File: src/rtl/rr_mux_arbiter.sv
// Round-robin N-to-1 arbiter driving a shared data mux; grant/sel/out_valid registered, out_data and xfer combinational.
// Optional forced release after MAX_HOLD cycles is compiled in with `define RR_MUX_ARBITER_TIMEOUT_EN.
module rr_mux_arbiter #(
    parameter int N        = 4,
    parameter int WIDTH    = 8,
    parameter int MAX_HOLD = 16
) (
    input  logic                   clk,
    input  logic                   rst,
    input  logic [N-1:0]           req,
    input  logic [N*WIDTH-1:0]     in,
    input  logic                   out_ready,
    output logic [N-1:0]           grant,
    output logic [$clog2(N)-1:0]   sel,
    output logic                   out_valid,
    output logic [WIDTH-1:0]       out_data,
    output logic [N-1:0]           xfer
);
    localparam int SELW = $clog2(N);

    generate
        if (N < 2 || N > 16 || MAX_HOLD < 2 || MAX_HOLD > 255) begin : g_bad_param
            $error("rr_mux_arbiter: parameter out of legal range");
        end
    endgenerate

    typedef enum logic {IDLE, GRANT} state_t;

    state_t          state;
    logic [SELW-1:0] last;
    logic [SELW-1:0] winner;
    logic [SELW-1:0] idx;
    logic [N-1:0]    win_onehot;
    logic            found;
    logic            force_release;

    // First requester above the previous winner, wrapping, so the last winner ranks lowest.
    always_comb begin
        found  = 1'b0;
        winner = last;
        idx    = '0;
        for (int k = 1; k <= N; k++) begin
            idx = SELW'((int'(last) + k) % N);
            if (!found && req[idx]) begin
                found  = 1'b1;
                winner = idx;
            end
        end
    end

    always_comb begin
        win_onehot = '0;
        for (int i = 0; i < N; i++) begin
            if (winner == SELW'(i)) win_onehot[i] = 1'b1;
        end
    end

`ifdef RR_MUX_ARBITER_TIMEOUT_EN
    logic [7:0] hold_cnt;
    assign force_release = (hold_cnt == 8'(MAX_HOLD - 1)) && |(req & ~grant);
`else
    assign force_release = 1'b0;
`endif

    always_ff @(posedge clk) begin
        if (rst) begin
            state     <= IDLE;
            grant     <= '0;
            sel       <= '0;
            out_valid <= 1'b0;
            last      <= SELW'(N - 1);
`ifdef RR_MUX_ARBITER_TIMEOUT_EN
            hold_cnt  <= '0;
`endif
        end else begin
            case (state)
                IDLE: begin
                    if (|req) begin
                        state     <= GRANT;
                        grant     <= win_onehot;
                        sel       <= winner;
                        last      <= winner;
                        out_valid <= 1'b1;
`ifdef RR_MUX_ARBITER_TIMEOUT_EN
                        hold_cnt  <= '0;
`endif
                    end
                end
                GRANT: begin
                    // Release is independent of out_ready; the current beat still shows this cycle.
                    if (!req[sel] || force_release) begin
                        state     <= IDLE;
                        grant     <= '0;
                        out_valid <= 1'b0;
                    end
`ifdef RR_MUX_ARBITER_TIMEOUT_EN
                    else if (hold_cnt != 8'(MAX_HOLD - 1)) begin
                        hold_cnt <= hold_cnt + 8'd1;
                    end
`endif
                end
                default: begin
                    state     <= IDLE;
                    grant     <= '0;
                    out_valid <= 1'b0;
                end
            endcase
        end
    end

    // Unreachable select values fall through to zero.
    always_comb begin
        out_data = '0;
        for (int i = 0; i < N; i++) begin
            if (out_valid && sel == SELW'(i)) out_data = in[i*WIDTH +: WIDTH];
        end
    end

    assign xfer = grant & {N{out_valid & out_ready}};

endmodule

File: config.mk
export PLATFORM = sky130hd
export DESIGN_NAME = rr_mux_arbiter
export DESIGN_NICKNAME = d
export VERILOG_FILES = /design/src/rtl/rr_mux_arbiter.sv
export SDC_FILE = /design/constraint.sdc
export NUM_CORES = 1
export LEC_CHECK = 0
export ABC_AREA = 1
export CORE_MARGIN = 2
export CORE_UTILIZATION = 39
export DETAILED_ROUTE_END_ITERATION = 7
export PLACE_DENSITY = 0.9
export SETUP_SLACK_MARGIN = 0.02
export SYNTH_ARGS = -nofsm -noshare
export SYNTH_HDL_FRONTEND = slang
export SYNTH_SLANG_ARGS = --single-unit
File: constraint.sdc
create_clock -name clk -period 4 [get_ports clk]
set_clock_uncertainty 0.15 [all_clocks]
set_input_delay 0.4 -clock clk [delete_from_list [all_inputs] [get_ports clk]]
set_output_delay 0.4 -clock clk [all_outputs]
set_load 0.02 [all_outputs]
---- Word-level counts from Yosys, hierarchy flattened ----
Index checks and enable logic that the tools add are counted.
storage, ports and cells
  bits in registers ....................... 10
  bits of input ports ..................... 39
  word-level logic and storage cells ...... 74
operators by class
  add/subtract/negate cells ............... 4
  magnitude comparators ................... 5
  equality and inequality tests ........... 8
  mux-type cells .......................... 34
  bitwise operators ....................... 3
  reduce and logical (&&, ||, !) cells .... 15
operators with widths
  kind                   count
  $mux W8                4
  $mux W1                16
  $lt A2 B3 Y1 const B   5
  $bmux W1 S2            5
  $eq A2 B2 Y1 const B   4
  $mux W2                4
  $mux W4                2
  $pmux W4 S2            1
  $logic_and A1 B1 Y1    7
  $add A2 B1 Y2 const B  2
  $add A2 B2 Y2 const B  2
  $and A4 B4 Y4          1
  $eq A2 B1 Y1 const B   2
  $logic_not A2 Y1       2
  $ne A2 B2 Y1 const B   2
  $pmux W1 S2            2
  $reduce_and A2 Y1      2
  $reduce_or A4 Y1       1
  $logic_not A1 Y1       3
  $and A1 B1 Y1          1
  $not A1 Y1             1

---- Logic depth before layout (Yosys ltp) ----
Gate-level depths: netlist of run 1.
  word-level depth ........................ 17
  mapped depth ............................ 14

---- Worst setup path before layout of run 1 ----
No wires, ideal clock.
  path type ............................... reg2out
  start point ............................. reg sel[1]
  end point ............................... out out_data[0]
  arrival time ............................ 1.377 ns
  data required time ...................... 3.450 ns
  slack ................................... 2.073 ns
  stages on the path, launching flop included .. 5
  path buffers ............................ 0
  cell sequence ........................... dfxtp_1 inv_1 nor3_1 nand2_1 nand4_1
between the ends
  longest elaborated chain between the ends .. 6
  elaborated cells on any way between the ends .. 12
RTL lines
  element                   line  text
  start: declaration        14    output logic [$clog2(N)-1:0] sel,
  start signal: assignment  81    sel <= winner;
  $logic_not A2 Y1          115   if (out_valid && sel == SELW'(i)) out_data = in[i*WIDTH +: WIDTH];
  $logic_and A1 B1 Y1       115
  $mux W8 (3 in a row)      115
  $mux W8 *                 115
  end: declaration          16    output logic [WIDTH-1:0] out_data,
Every way passes the cells marked *; elsewhere a longest branch is shown, timed or not.

---- Worst setup path in the final report of run 1 ----
  start point ............................. reg sel[1]
  end point ............................... out out_data[2]
Same word-level chain as after synthesis.

==> impl_metrics.csv, run 1 <==
group,metric,value,unit
outcome,status,"completed",
setup_path,cp_num_buf_inv,2,
placement,port_buffers,57,
setup_path,crit_chain,"inv_1 -> nor3_1 -> nand2_1 -> nand4_1 -> clkdlybuf4s50_1",
route,firstDrtPassIters,4,
clock_tree,cts_tree,"built",
timing,setup_tns,0,ns
timing,rsz0062_at_grt,"false",
clock_tree,clock_path_buffers,2,
layout,antenna_cells,0,
clock_tree,tritoncts.num_buffers,3,
clock_tree,clkTransAtPathRegs,0.07,ns
setup_path,worstPathArrival,2.37,ns
clock_tree,postCtsSetupBuffers,0,
logic_synthesis,yosysTopAreaCell,"nand2_1",
logic_synthesis,syn_inst,170,
route,wire_per_inst,9.97,um
timing,max_clock_freq,342,MHz
logic_synthesis,yosysWarnings,0,
clock_tree,cts_resized,0,
power_and_ir_drop,p_per_area,693,nW/um^2
timing,slew_headroom,40.5,%
timing,fin_crit_sh,73.0,%
setup_path,r2r_slack,2.15,ns
setup_path,slowest_stage,"nor3_1",
global_route,antenna_found_initial,0,
min_path,hold_depth,2,
placement,finalWeightedCongestion,0.783,
setup_path,max_stage_delay,0.73,ns
min_path,whs_endpoint,"grant[3]$_SDFFE_PP0P_",
global_route,grt_pass1_vias,1059,
logic_synthesis,ys_ff_latch,10,
logic_synthesis,synth_edf_count,0,
setup_path,start_kind,"flop",
placement,place_ws,1.36,ns
setup_path,required,3.45,ns
min_path,holdCritStartpoint,"grant[3]$_SDFFE_PP0P_",
power_and_ir_drop,switching_share,51.8,%
floorplan,row_count,17,
power_and_ir_drop,power.leakage,0.681,nW
route,route.detailed.drc,0,
layout,final_core_util,70.0,%
power_and_ir_drop,p_seq_share,18.8,%
setup_path,critPathKind,"reg -> out",
global_route,grt_max_degree,11,
timing,maxSlewViolCount,0,
route,num_vias,1258,
layout,drive_above_1_share,8.70,%
logic_synthesis,synthDistinctLibCells,21,
timing,setup_ws,1.08,ns
floorplan,fp.dieW,52.9,um
logic_synthesis,synth_most_common_cell,"nand2_1",
floorplan,coreArea,2230,sq um
floorplan,die_h,52.9,um
setup_path,worst_r2r_path_depth,11,
run,cap_violations,0,
logic_synthesis,yosysSeqAreaShare,21.4,%
global_route,grt_overflow,0,
power_and_ir_drop,p_int,0.522,mW
placement,dp_cells,254,
power_and_ir_drop,power_switching,0.562,mW
layout,syn_to_final_growth,67.6,%
clock_tree,cts_root_buffer,"clkbuf_4",
min_path,min_path_type,"reg -> reg",
clock_tree,cts_sinks,10,
logic_synthesis,synth.avg_cell_area,5.49,sq um
route,drtIter0Drc,21,
power_and_ir_drop,clock_power_share,8.7,%
layout,finalNonFillerCells,258,
floorplan,start_util,41.8,%
power_and_ir_drop,ir_drop,0.000346,V
setup_path,worstReg2RegEnd,"last[1]$_SDFFE_PP1P_",
setup_path,critPathLaunch,"sel[1]$_SDFFE_PP0P_",
setup_path,cp_max_fo,8,
logic_synthesis,synth.area.top_cells,"nand2_1 32%, dfxtp_1 21%, inv_1 6.0%, nand2_2 6.0%, nand3_1 5.9%",
timing,hold_violations,0,
logic_synthesis,async_reset_ff_share,0,%
power_and_ir_drop,power,1.08,mW
layout,fin_nets,270,
logic_synthesis,synth_commonest_cells,"79 x nand2_1, 15 x inv_1, 14 x nor2_1",
route,drt-total-wl,2.57,mm
clock_tree,clk_latency,0.28,ns
setup_path,critical-path-top-delay-family,"simple AND/OR/NAND/NOR gates",
logic_synthesis,yosysTopAreaCellShare,31.8,%
timing,fin_crit,2.92,ns
placement,hpwl,2.15,mm
clock_tree,hold_buffers,0,
setup_path,end_kind,"output port",
setup_path,crit-reg2reg-launch,"last[0]$_SDFFE_PP1P_",
global_route,grt_pass1_wl,4.22,mm
global_route,track_usage,20.0,%
timing,worstMarginPinSlew,0.885,ns
logic_synthesis,syn_area,933,sq um
logic_synthesis,synth_ff_type,"dfxtp_1",
power_and_ir_drop,pwr-share-comb,72.5,%
route,vias_per_cell,4.88,
floorplan,io_pins,58,
timing,finalSetupViolations,0,
clock_tree,htreeDepth,1,
floorplan,die_area,2800,sq um
route,antenna_left,0,
logic_synthesis,syn_nets,209,
-- cell families after synthesis --
family | synth area share (%)
buf+inv | 9.92
compound gates | 7.91
simple gates | 60.7
flops | 21.4
-- tightest hold or removal path, stage by stage (launching register included) --
cell,delay [ns]
dfxtp_1,0.32
nand2_1,0.06
a21oi_1,0.05
-- power groups by stage --
stage	clock network, mW	registers [mW]	logic [mW]
6_report	0.0943	0.204	0.786
5_1_grt	0.100	0.212	0.880
4_1_cts	0.0952	0.203	0.791
3_5_place_dp	0	0.206	0.786
3_3_place_gp	0	0.204	0.779
2_1_floorplan	0	0.227	0.510
-- layout by cell type (no fill, tap or decap), drive strengths merged --
cell / instances
a21oi: 6
nor2: 15
clkdlybuf4s50: 57
clkbuf: 4
nand4: 8
nand3: 12
clkinv: 1
nor3: 2
dfxtp: 10
inv: 18
nand2: 90
o211ai: 2
o2111ai: 1
o21ai: 4
-- cell type report --
cell class              instances  area (sq um)
well taps                      28          35.0
inverters                      19          81.3
fillers                       194           669
flip-flops and latches         10           200
multi-input cells             140           641
clock buffers                   4          36.3
repair buffers                 57           571
-- routing by layer --
layer / vias to the layer above / wire, um / GRT usage, %
met5: - / 0 / 0
met4: 0 / 51 / 8.55
met3: 4 / 186 / 4.52
met2: 53 / 1280 / 36.7
met1: 539 / 1060 / 21.7
li1: 662 / - / -
-- worst max-delay path by stage --
stage                        endpoint  slack (ns)  cells after the start
after floorplan           out_data[0]        2.07                      4
after global placement    out_data[2]        1.39                      5
after detailed placement  out_data[2]        1.36                      5
after CTS                 out_data[2]        1.04                      5
after global routing      out_data[7]        0.89                      5
final                     out_data[2]        1.08                      5
-- through the flow --
step | instance area [sq um] | hold slack [ns]
after floorplan | 933 | 0.305
after global placement | 1530 | 0.318
after detailed placement | 1530 | 0.323
after CTS | 1560 | 0.333
after global routing | 1560 | 0.359
final | 1560 | 0.330
-- state kept, by name, summed over array words and instances (netlist names) --
| register | cells |
|---|---|
| grant | 4 |
| last | 2 |
| out_valid | 1 |
| sel | 2 |
| state | 1 |
(Power assumes the default switching activity.)
==> run 2, diff against run 1 <==
CORE_UTILIZATION = 37   (was 39)
PLACE_DENSITY = 0.87   (was 0.9)
clock period = 2.7 ns   (was 4 ns; I/O delays follow)
==> run 2 against run 1 <==
First-iteration DRC count fell by 4.8%. Cell area increased by 0.88%. Critical path depth up 1. Via count rose by 2.5%. Worst setup slack lost 0.81 ns. Sequential share of layout area decreased by 0.11 points. Sequential cell count stayed put. Final cell count up 1.6%. Combinational power is 50% higher. Utilization is 5.2 points lower. Critical path type unchanged. Critical endpoint is now out_data[1]. Largest cell class unchanged.
==> impl_metrics.csv, run 2 (synthesis results as in run 1) <==
group,metric,value,unit
outcome,status,"completed",
setup_path,worstPathArrival,2.01,ns
layout,top_regs,"grant (4), last (2), sel (2)",
setup_path,start_kind,"flop",
floorplan,coreArea,2430,sq um
timing,finalSetupViolations,0,
clock_tree,postCtsSetupBuffers,0,
min_path,hold_depth,2,
timing,hold_violations,0,
setup_path,max_stage_delay,0.61,ns
global_route,antenna_found_initial,0,
min_path,min_path_type,"reg -> reg",
layout,layout_commonest_cell,"nand2_1",
timing,maxSlewViolCount,0,
setup_path,end_kind,"output port",
setup_path,critPathKind,"reg -> out",
global_route,grt_overflow,0,
run,cap_violations,0,
setup_path,crit_chain,"inv_1 -> nor3_1 -> buf_4 -> nand2_1 -> nand4_1 -> clkdlybuf4s50_1",
route,wire_per_inst,10.0,um
clock_tree,clk_latency,0.27,ns
route,drtIter0Drc,20,
min_path,holdCritStartpoint,"grant[1]$_SDFFE_PP0P_",
route,firstDrtPassIters,4,
clock_tree,cts_tree,"built",
global_route,grt_max_degree,11,
timing,fin_crit_sh,90.1,%
clock_tree,cts_root_buffer,"clkbuf_4",
placement,finalWeightedCongestion,0.786,
setup_path,worstReg2RegEnd,"last[1]$_SDFFE_PP1P_",
floorplan,fp.dieW,54.2,um
clock_tree,cts_sinks,10,
layout,drive_above_1_share,9.91,%
clock_tree,tritoncts.num_buffers,3,
power_and_ir_drop,p_per_area,1010,nW/um^2
timing,slew_headroom,67.9,%
floorplan,die_area,2940,sq um
placement,port_buffers,57,
timing,worstMarginPinSlew,0.480,ns
setup_path,crit-reg2reg-launch,"last[0]$_SDFFE_PP1P_",
timing,setup_tns,0,ns
floorplan,start_util,38.4,%
min_path,whs_endpoint,"grant[1]$_SDFFE_PP0P_",
floorplan,die_h,54.2,um
setup_path,cp_num_buf_inv,3,
setup_path,required,2.28,ns
layout,largest_reg_flops,4,
route,vias_per_cell,4.92,
layout,regMostFlops,"grant",
global_route,grt_pass1_vias,1147,
route,antenna_left,0,
layout,fin_nets,273,
setup_path,slowest_stage,"clkdlybuf4s50_1",
timing,fin_hold_ws,0.331,ns
floorplan,row_count,18,
clock_tree,clock_path_buffers,2,
clock_tree,clkTransAtPathRegs,0.06,ns
layout,antenna_cells,0,
timing,rsz0062_at_grt,"false",
route,route.detailed.drc,0,
layout,final_core_util,64.9,%
layout,syn_to_final_growth,69.0,%
power_and_ir_drop,power.leakage,0.690,nW
setup_path,cp.depth,6,
route,drt-total-wl,2.63,mm
layout,final_cell_mix,"79 x nand2_1, 57 x clkdlybuf4s50_1, 15 x inv_1",
timing,max_clock_freq,411,MHz
global_route,grt_pass1_wl,4.41,mm
timing,fin_crit,2.43,ns
global_route,track_usage,19.8,%
setup_path,critical-path-top-delay-family,"buffers and inverters",
route,num_vias,1290,
floorplan,io_pins,58,
setup_path,cp_max_fo,6,
setup_path,r2r_slack,0.83,ns
clock_tree,htreeDepth,1,
power_and_ir_drop,ir_drop,0.000504,V
placement,hpwl,2.18,mm
setup_path,worst_r2r_path_depth,11,
run 2: changes by cell type in the layout (fill, tap and decap cells not counted):
| cell | change |
|---|---|
| nor2_2 | +1 |
| buf_4 | +3 |
| nor2_1 | -1 |
| clkbuf_8 | -1 |
run 2: metrics by stage:
stage / setup WS, ns / std cells / instance area (sq um) / total power [mW]
finish: 0.267 / 262 / 1580 / 1.59
floorplan: 0.903 / 170 / 933 / 1.09
CTS: 0.172 / 262 / 1580 / 1.59
global route: 0.144 / 262 / 1580 / 1.74
global placement: 0.496 / 259 / 1550 / 1.47
detailed placement: 0.468 / 259 / 1550 / 1.48
run 2: power breakdown:
part / leakage (nW) / internal (mW) / switching, mW
Sequential: 0.0827 / 0.218 / 0.0879
Clock: 0.0138 / 0.0516 / 0.0517
Combinational: 0.593 / 0.482 / 0.696
run 2: layout make-up:
class	instances	area, sq um
sequential	10	200
multi-input combinational	140	643
fill	233	855
timing repair buffer	60	593
inverter	19	81.3
tap	30	37.5
clock buffer	3	22.5
run 2: how the worst max path moves through the flow:
stage / slack, ns / endpoint / startpoint
after floorplan: 0.90 / out_data[0] / sel[1]$_SDFFE_PP0P_
after global placement: 0.50 / out_data[3] / sel[1]$_SDFFE_PP0P_
after detailed placement: 0.47 / out_data[6] / sel[1]$_SDFFE_PP0P_
after CTS: 0.17 / out_data[6] / sel[1]$_SDFFE_PP0P_
after global routing: 0.14 / out_data[2] / out_valid$_SDFFE_PP0P_
final: 0.27 / out_data[1] / sel[1]$_SDFFE_PP0P_
run 2: metal layers:
layer | routed length, um | part of all wire, % | global-route usage, % | up-vias
met5 | 0 | 0 | 0 | -
met4 | 11 | 0.42 | 5.42 | 0
met3 | 151 | 5.7 | 4.10 | 2
met2 | 1300 | 49 | 35.5 | 43
met1 | 1170 | 44 | 23.8 | 575
li1 | - | - | - | 670
run 2: tightest hold or removal path, stage by stage (launching register included):
cell	delay (ns)
dfxtp_1	0.32
nand2_1	0.06
a21oi_1	0.05
run 2: repair_timing:
item / 4_1_cts / 5_1_grt
hold buffers: 0 / 0
gates resized for setup: 0 / 1
setup endpoints to repair: 0 / 8
==> run 3, diff against run 2 <==
CTS_CLUSTER_DIAMETER = 200   (was default)
HOLD_SLACK_MARGIN = 0.15   (was default)
==> results of run 3 <==
The final DEF is identical to that of run 2; final timing and power are the same.
